File: config.mk
export PLATFORM = sky130hd
export DESIGN_NAME = submaster_rd_xfer_flat
export DESIGN_NICKNAME = d
export VERILOG_FILES = /design/src/rtl/submaster_rd_xfer_if.sv /design/src/rtl/submaster_rd_xfer.sv /design/src/flat_wrapper.sv
export SDC_FILE = /design/constraint.sdc
export NUM_CORES = 1
export LEC_CHECK = 0
export ABC_AREA = 1
export ABC_CLOCK_PERIOD_IN_PS = 2900
export CAP_MARGIN = 10
export CORE_ASPECT_RATIO = 0.5
export CORE_UTILIZATION = 25
export DETAILED_ROUTE_END_ITERATION = 12
export PLACE_DENSITY = 0.63
export SLEW_MARGIN = 0
export SYNTH_ARGS = -nofsm -noshare
export SYNTH_HDL_FRONTEND = slang
export SYNTH_SLANG_ARGS = --single-unit
File: constraint.sdc
create_clock -name clk -period 2.9 [get_ports clk]
set_input_delay 0.58 -clock clk [delete_from_list [all_inputs] [get_ports clk]]
set_output_delay 0.58 -clock clk [all_outputs]
set_load 0.02 [all_outputs]
File: src/rtl/submaster_rd_xfer_if.sv
// AXI read-channel bundle (AR + R) between the submaster read engine and the
// fabric. The master modport belongs to the engine.
interface submaster_rd_xfer_if #(
  parameter int ADDR_W = 32,
  parameter int DATA_W = 32,
  parameter int LEN_W  = 8,
  parameter int ID_W   = 4
);
  logic [ADDR_W-1:0] araddr;
  logic [LEN_W-1:0]  arlen;
  logic [ID_W-1:0]   arid;
  logic              arvalid;
  logic              arready;
  logic [DATA_W-1:0] rdata;
  logic [1:0]        rresp;
  logic [ID_W-1:0]   rid;
  logic              rlast;
  logic              rvalid;
  logic              rready;

  modport master (
    output araddr, arlen, arid, arvalid, rready,
    input  arready, rdata, rresp, rid, rlast, rvalid
  );

  modport slave (
    input  araddr, arlen, arid, arvalid, rready,
    output arready, rdata, rresp, rid, rlast, rvalid
  );
endinterface

File: src/rtl/submaster_rd_xfer.sv
// Execution stage of the 8-way submaster read arbiter: one granted burst at a
// time, AR issue, R beat steering to the owner, then a done/err pulse.
module submaster_rd_xfer #(
  parameter int ADDR_W  = 32,
  parameter int DATA_W  = 32,
  parameter int LEN_W   = 8,
  parameter int ID_W    = 4,
  parameter int TIMEOUT = 1024
) (
  input  logic                clk,
  input  logic                resetn,
  input  logic [7:0]          grant,
  input  logic [8*ADDR_W-1:0] req_addr,
  input  logic [8*LEN_W-1:0]  req_len,
  output logic [7:0]          xfer_done,
  output logic [7:0]          rd_err,
  output logic [7:0]          rd_valid,
  output logic [DATA_W-1:0]   rd_data,
  output logic                rd_last,
  submaster_rd_xfer_if.master axi
);
  localparam int TMR_W = (TIMEOUT > 1) ? $clog2(TIMEOUT) : 1;

  typedef enum logic [1:0] {IDLE, ADDR, DATA, DONE} state_t;

  state_t            state_q;
  logic [2:0]        sel_q;
  logic [ADDR_W-1:0] araddr_q;
  logic [LEN_W-1:0]  arlen_q;
  logic [ID_W-1:0]   arid_q;
  logic              arvalid_q, rready_q;
  logic [LEN_W-1:0]  cnt_q;
  logic [TMR_W-1:0]  timer_q;
  logic              err_q;
  logic [7:0]        xfer_done_q, rd_err_q, rd_valid_q;
  logic [DATA_W-1:0] rd_data_q;
  logic              rd_last_q;

  logic [2:0] gidx;
  logic       beat, beat_err, tmo, err_d;
  logic [7:0] sel_oh;

  // Lowest set grant bit wins; the arbiter should only ever drive one.
  always_comb begin
    gidx = '0;
    for (int i = 7; i >= 0; i--)
      if (grant[i]) gidx = 3'(i);
  end

  always_comb begin
    sel_oh   = 8'd1 << sel_q;
    beat     = (state_q == DATA) && axi.rvalid && rready_q;
    beat_err = (axi.rresp != 2'b00) || (axi.rid != arid_q) ||
               (axi.rlast && (cnt_q != arlen_q)) ||
               (!axi.rlast && (cnt_q == arlen_q));
    tmo      = (timer_q == TMR_W'(TIMEOUT - 1));
    err_d    = err_q || (beat && beat_err) || tmo;
  end

  always_ff @(posedge clk or negedge resetn) begin
    if (!resetn) begin
      state_q     <= IDLE;
      sel_q       <= '0;
      araddr_q    <= '0;
      arlen_q     <= '0;
      arid_q      <= '0;
      arvalid_q   <= 1'b0;
      rready_q    <= 1'b0;
      cnt_q       <= '0;
      timer_q     <= '0;
      err_q       <= 1'b0;
      xfer_done_q <= '0;
      rd_err_q    <= '0;
      rd_valid_q  <= '0;
      rd_data_q   <= '0;
      rd_last_q   <= 1'b0;
    end else begin
      xfer_done_q <= '0;
      rd_err_q    <= '0;
      rd_valid_q  <= '0;
      if (beat) begin
        rd_valid_q <= sel_oh;
        rd_data_q  <= axi.rdata;
        rd_last_q  <= axi.rlast;
        cnt_q      <= cnt_q + 1'b1;
      end
      if ((state_q == ADDR || state_q == DATA) && timer_q != '1)
        timer_q <= timer_q + 1'b1;

      case (state_q)
        IDLE: if (|grant) begin
          sel_q     <= gidx;
          araddr_q  <= req_addr[gidx*ADDR_W +: ADDR_W];
          arlen_q   <= req_len[gidx*LEN_W +: LEN_W];
          arid_q    <= ID_W'(gidx);
          timer_q   <= '0;
          cnt_q     <= '0;
          err_q     <= 1'b0;
          arvalid_q <= 1'b1;
          state_q   <= ADDR;
        end
        ADDR: begin
          if (tmo) begin
            arvalid_q   <= 1'b0;
            err_q       <= 1'b1;
            xfer_done_q <= sel_oh;
            rd_err_q    <= sel_oh;
            state_q     <= DONE;
          end else if (axi.arready) begin
            arvalid_q <= 1'b0;
            rready_q  <= 1'b1;
            state_q   <= DATA;
          end
        end
        DATA: begin
          err_q <= err_d;
          // A beat landing on the timeout cycle is still forwarded.
          if ((beat && axi.rlast) || tmo) begin
            rready_q    <= 1'b0;
            xfer_done_q <= sel_oh;
            rd_err_q    <= err_d ? sel_oh : 8'd0;
            state_q     <= DONE;
          end
        end
        DONE: state_q <= IDLE;
        default: state_q <= IDLE;
      endcase
    end
  end

  assign xfer_done   = xfer_done_q;
  assign rd_err      = rd_err_q;
  assign rd_valid    = rd_valid_q;
  assign rd_data     = rd_data_q;
  assign rd_last     = rd_last_q;
  assign axi.araddr  = araddr_q;
  assign axi.arlen   = arlen_q;
  assign axi.arid    = arid_q;
  assign axi.arvalid = arvalid_q;
  assign axi.rready  = rready_q;
endmodule

File: src/flat_wrapper.sv
// flat-port wrapper written by rule: the top's interface ports become plain ports
module submaster_rd_xfer_flat 
#(
  parameter int ADDR_W  = 32,
  parameter int DATA_W  = 32,
  parameter int LEN_W   = 8,
  parameter int ID_W    = 4,
  parameter int TIMEOUT = 1024
)
  (clk, resetn, grant, req_addr, req_len, xfer_done, rd_err, rd_valid, rd_data, rd_last, axi_araddr, axi_arlen, axi_arid, axi_arvalid, axi_rready, axi_arready, axi_rdata, axi_rresp, axi_rid, axi_rlast, axi_rvalid);
  submaster_rd_xfer_if #(.ADDR_W(ADDR_W), .DATA_W(DATA_W), .LEN_W(LEN_W), .ID_W(ID_W)) axi_i ();
  input  logic clk;
  input  logic resetn;
  input  logic [7:0] grant;
  input  logic [8*ADDR_W-1:0] req_addr;
  input  logic [8*LEN_W-1:0] req_len;
  output logic [7:0] xfer_done;
  output logic [7:0] rd_err;
  output logic [7:0] rd_valid;
  output logic [DATA_W-1:0] rd_data;
  output logic rd_last;
  output wire logic [$bits(axi_i.araddr)-1:0] axi_araddr;
  output wire logic [$bits(axi_i.arlen)-1:0] axi_arlen;
  output wire logic [$bits(axi_i.arid)-1:0] axi_arid;
  output wire logic [$bits(axi_i.arvalid)-1:0] axi_arvalid;
  output wire logic [$bits(axi_i.rready)-1:0] axi_rready;
  input wire logic [$bits(axi_i.arready)-1:0] axi_arready;
  input wire logic [$bits(axi_i.rdata)-1:0] axi_rdata;
  input wire logic [$bits(axi_i.rresp)-1:0] axi_rresp;
  input wire logic [$bits(axi_i.rid)-1:0] axi_rid;
  input wire logic [$bits(axi_i.rlast)-1:0] axi_rlast;
  input wire logic [$bits(axi_i.rvalid)-1:0] axi_rvalid;
  assign axi_araddr = axi_i.araddr;
  assign axi_arlen = axi_i.arlen;
  assign axi_arid = axi_i.arid;
  assign axi_arvalid = axi_i.arvalid;
  assign axi_rready = axi_i.rready;
  assign axi_i.arready = axi_arready;
  assign axi_i.rdata = axi_rdata;
  assign axi_i.rresp = axi_rresp;
  assign axi_i.rid = axi_rid;
  assign axi_i.rlast = axi_rlast;
  assign axi_i.rvalid = axi_rvalid;
  submaster_rd_xfer #(.ADDR_W(ADDR_W), .DATA_W(DATA_W), .LEN_W(LEN_W), .ID_W(ID_W), .TIMEOUT(TIMEOUT)) u_core (.clk(clk), .resetn(resetn), .grant(grant), .req_addr(req_addr), .req_len(req_len), .xfer_done(xfer_done), .rd_err(rd_err), .rd_valid(rd_valid), .rd_data(rd_data), .rd_last(rd_last), .axi(axi_i));
endmodule
==> flow_metrics.env <==
export IMPL_rsz0062_at_grt="no"
export IMPL_synth_seq_area_share_pct=34.42
export IMPL_path_clk_slew_ns=0.06
export IMPL_final_util_pct=42.48
export IMPL_r2r_end="u_core.rd_data[14]"
export IMPL_grt_pass1_vias=10151
export IMPL_numCtsBuffers=17
export IMPL_post_cts_setup_buffers=0
export IMPL_vias_per_cell=4.611
export IMPL_cp_common_cell="inv_1"
export IMPL_synth_area_um2=8941
export IMPL_h_tree_depth=4
export IMPL_die_w_um=269.5
export IMPL_netlist_cell_type_count=39
export IMPL_worstSkewPairLatency_ns=0.44
export IMPL_netlist_instances=1401
export IMPL_cts_tree="built"
export IMPL_portBuffers=472
export IMPL_place_ws_ns=0.3229
export IMPL_ff2ff_setup_slack_ns=0.59
export IMPL_yosys_area_top_type="dfrtp_1"
export IMPL_critPathKind="reg2reg"
export IMPL_r2r_start="u_core.state_q[0]"
export IMPL_startpoint_type="flop"
export IMPL_cp_end_kind="flop"
export IMPL_hold_ws_ns=0.1022
export IMPL_gr_total_overflow=0
export IMPL_routed_via_count=10680
export IMPL_coreArea_um2=34830
export IMPL_initial_core_util_pct=25.67
export IMPL_fmax_ghz=0.4324
export IMPL_slew_viol_final=0
export IMPL_setup_tns_ns=0
export IMPL_grt_max_degree=84
export IMPL_async_flop_share_pct=100.0
export IMPL_cp_data_arrival_time_ns=2.63
export IMPL_syn_nets=1779
export IMPL_drive_above_1_share_pct=5.815
export IMPL_power_leakage_nw=7.050
export IMPL_fin_nets=2205
export IMPL_avgSynthCellArea_um2=6.382
export IMPL_required_ns=3.22
export IMPL_dr_pass1_iters=5
export IMPL_outcome="complete, no violations"
export IMPL_crit_path_max_fanout=32
export IMPL_finalHoldViolations=0
export IMPL_num_rows=48
export IMPL_irDropWorstVdd_uv=361.2
export IMPL_cts_max_path_buffers=2
export IMPL_cts_resized_gates=0
export IMPL_worst_path_largest_cell_delay_ns=0.41
export IMPL_grt_pass1_wl_um=61310
export IMPL_period_minus_slack_ns=2.312
export IMPL_clockRootBuffer="clkbuf_16"
export IMPL_ys_seq_elements=123
export IMPL_ys_flop_type="dfrtp_1"
export IMPL_fp_dieH_um=135.7
export IMPL_io_pins=474
export IMPL_drv_cap=0
export IMPL_hold_buffers=0
export IMPL_synth_most_common_cell="nand2_1"
export IMPL_timing_final_ws_setup_ns=0.5875
export IMPL_syn2layout_area_growth_pct=65.50
export IMPL_die_area_um2=36570
export IMPL_slowest_stage="dfrtp_1"
export IMPL_finalClockSkew_ns=0.01414
export IMPL_drc=0
export IMPL_min_path_type="in2async"
export IMPL_grt_use_total_pct=22.04
export IMPL_ys_top_cells_by_area="dfrtp_1 34%, nand3_1 23%, nand2_1 18%, inv_1 8.3%, nor2_1 1.6%"
export IMPL_clock_sinks=123
export IMPL_synth_top_area_share_pct=34.42
export IMPL_cp_cell_sequence="inv_1 -> ha_1 -> inv_1 -> nor2_2 -> buf_4 -> inv_1 -> buf_12 -> nand2_1 -> nand2_1"
export IMPL_drtIter0Drc=997
export IMPL_synth_warnings=0
export IMPL_post_dp_hpwl_um=31190
export IMPL_crit_family="buffers and inverters"
export IMPL_power_total_w=0.009871
export IMPL_worst_pin_slew_ns=0.5298
export IMPL_antenna_left=0
export IMPL_setup_violations=0
export IMPL_wl_per_cell_um=17.72
export IMPL_cp_startpoint="u_core.state_q[0]"
export IMPL_crit_buf_inv=5
export IMPL_synth_edf_count=0
export IMPL_antenna_found_initial=2
export IMPL_ys_top_cells_by_count="424 x nand2_1, 406 x nand3_1, 197 x inv_1"
export IMPL_routed_wl_um=41050
export IMPL_fin_crit_sh_pct=79.74
export IMPL_gp_congestion=0.9216
export IMPL_worst_r2r_path_depth=9
export IMPL_powerDensity_nw_per_um2=667.1
export IMPL_slew_headroom_pct=64.68
[sequential cells by signal, summed over array words and instances (netlist names)]
name / count
u_core.axi.araddr: 32
u_core.sel_q: 3
u_core.axi.arlen: 8
u_core.rd_last: 1
u_core.axi.arvalid: 1
u_core.rd_valid: 8
u_core.rd_data: 32
u_core.state_q: 2
u_core.rd_err: 8
u_core.cnt_q: 8
u_core.xfer_done: 8
u_core.timer_q: 10
u_core.axi.rready: 1
u_core.err_q: 1
[cells in the final DEF, fill, tap and decap left out, types with 5 or more instances in the layout]
cell type and instances:
clkbuf_16 17, buf_12 17, a21oi_1 11, nand3_1 406, nor2_2 11, xor2_1 8, ha_1 7, inv_1 196
nor3_1 11, dfrtp_1 123, nor2_4 10, clkdlybuf4s50_1 471, nor2_1 38, xnor2_1 12, buf_4 12, inv_2 11
o21ai_0 8, clkbuf_8 5, clkinvlp_4 6, nand2_1 424
[final cells by class]
class                   count  area (um^2)
fillers                  3597        20040
repair buffers            501         5156
multi-input cells         974         4599
flip-flops and latches    123         3078
inverters                 210        793.3
well taps                 475        594.3
clock buffers              22        494.2
clock inverters            10        80.08
diodes                      1        2.502
[kinds of logic (layout without fill, tap and decap cells)]
group	after synthesis	in the layout	synth area share [%]
simple gates	915	915	46.01
fa+ha+maj	7	7	0.9795
other cells	1	2	0.04194
flops	123	123	34.42
xor+xnor	20	20	1.959
buf+inv	304	743	14.44
mux	1	1	0.1120
compound gates	30	30	2.029
[metrics by stage]
step | std cells | instance area (um^2)
finish | 2316 | 14800
global route | 2316 | 14800
CTS | 2315 | 14800
detailed placement | 2283 | 14220
global placement | 2283 | 14220
floorplan | 1401 | 8941
[how the worst max path moves through the flow]
stage                                  endpoint  depth (start not counted)
after floorplan                 u_core.cnt_q[6]                         10
after global placement    u_core.axi.araddr[20]                         14
after detailed placement  u_core.axi.araddr[28]                         13
after CTS                    u_core.rd_data[14]                          9
after global routing         u_core.rd_data[31]                          9
final                        u_core.rd_data[14]                          9
[routing by layer]
layer,GRT usage [%],part of all wire (%)
met1,27.92,42
met2,38.23,51
met3,4.164,5.0
met4,6.439,2.1
met5,0,0
[power by group]
group / total (W) / internal [W] / switching, W
Combinational: 0.00496 / 0.00222 / 0.00274
Clock: 0.00213 / 0.00122 / 0.000909
Sequential: 0.00278 / 0.00231 / 0.000466
Total: 0.00987 / 0.00576 / 0.00411
Power figures use the tool's default switching activity.
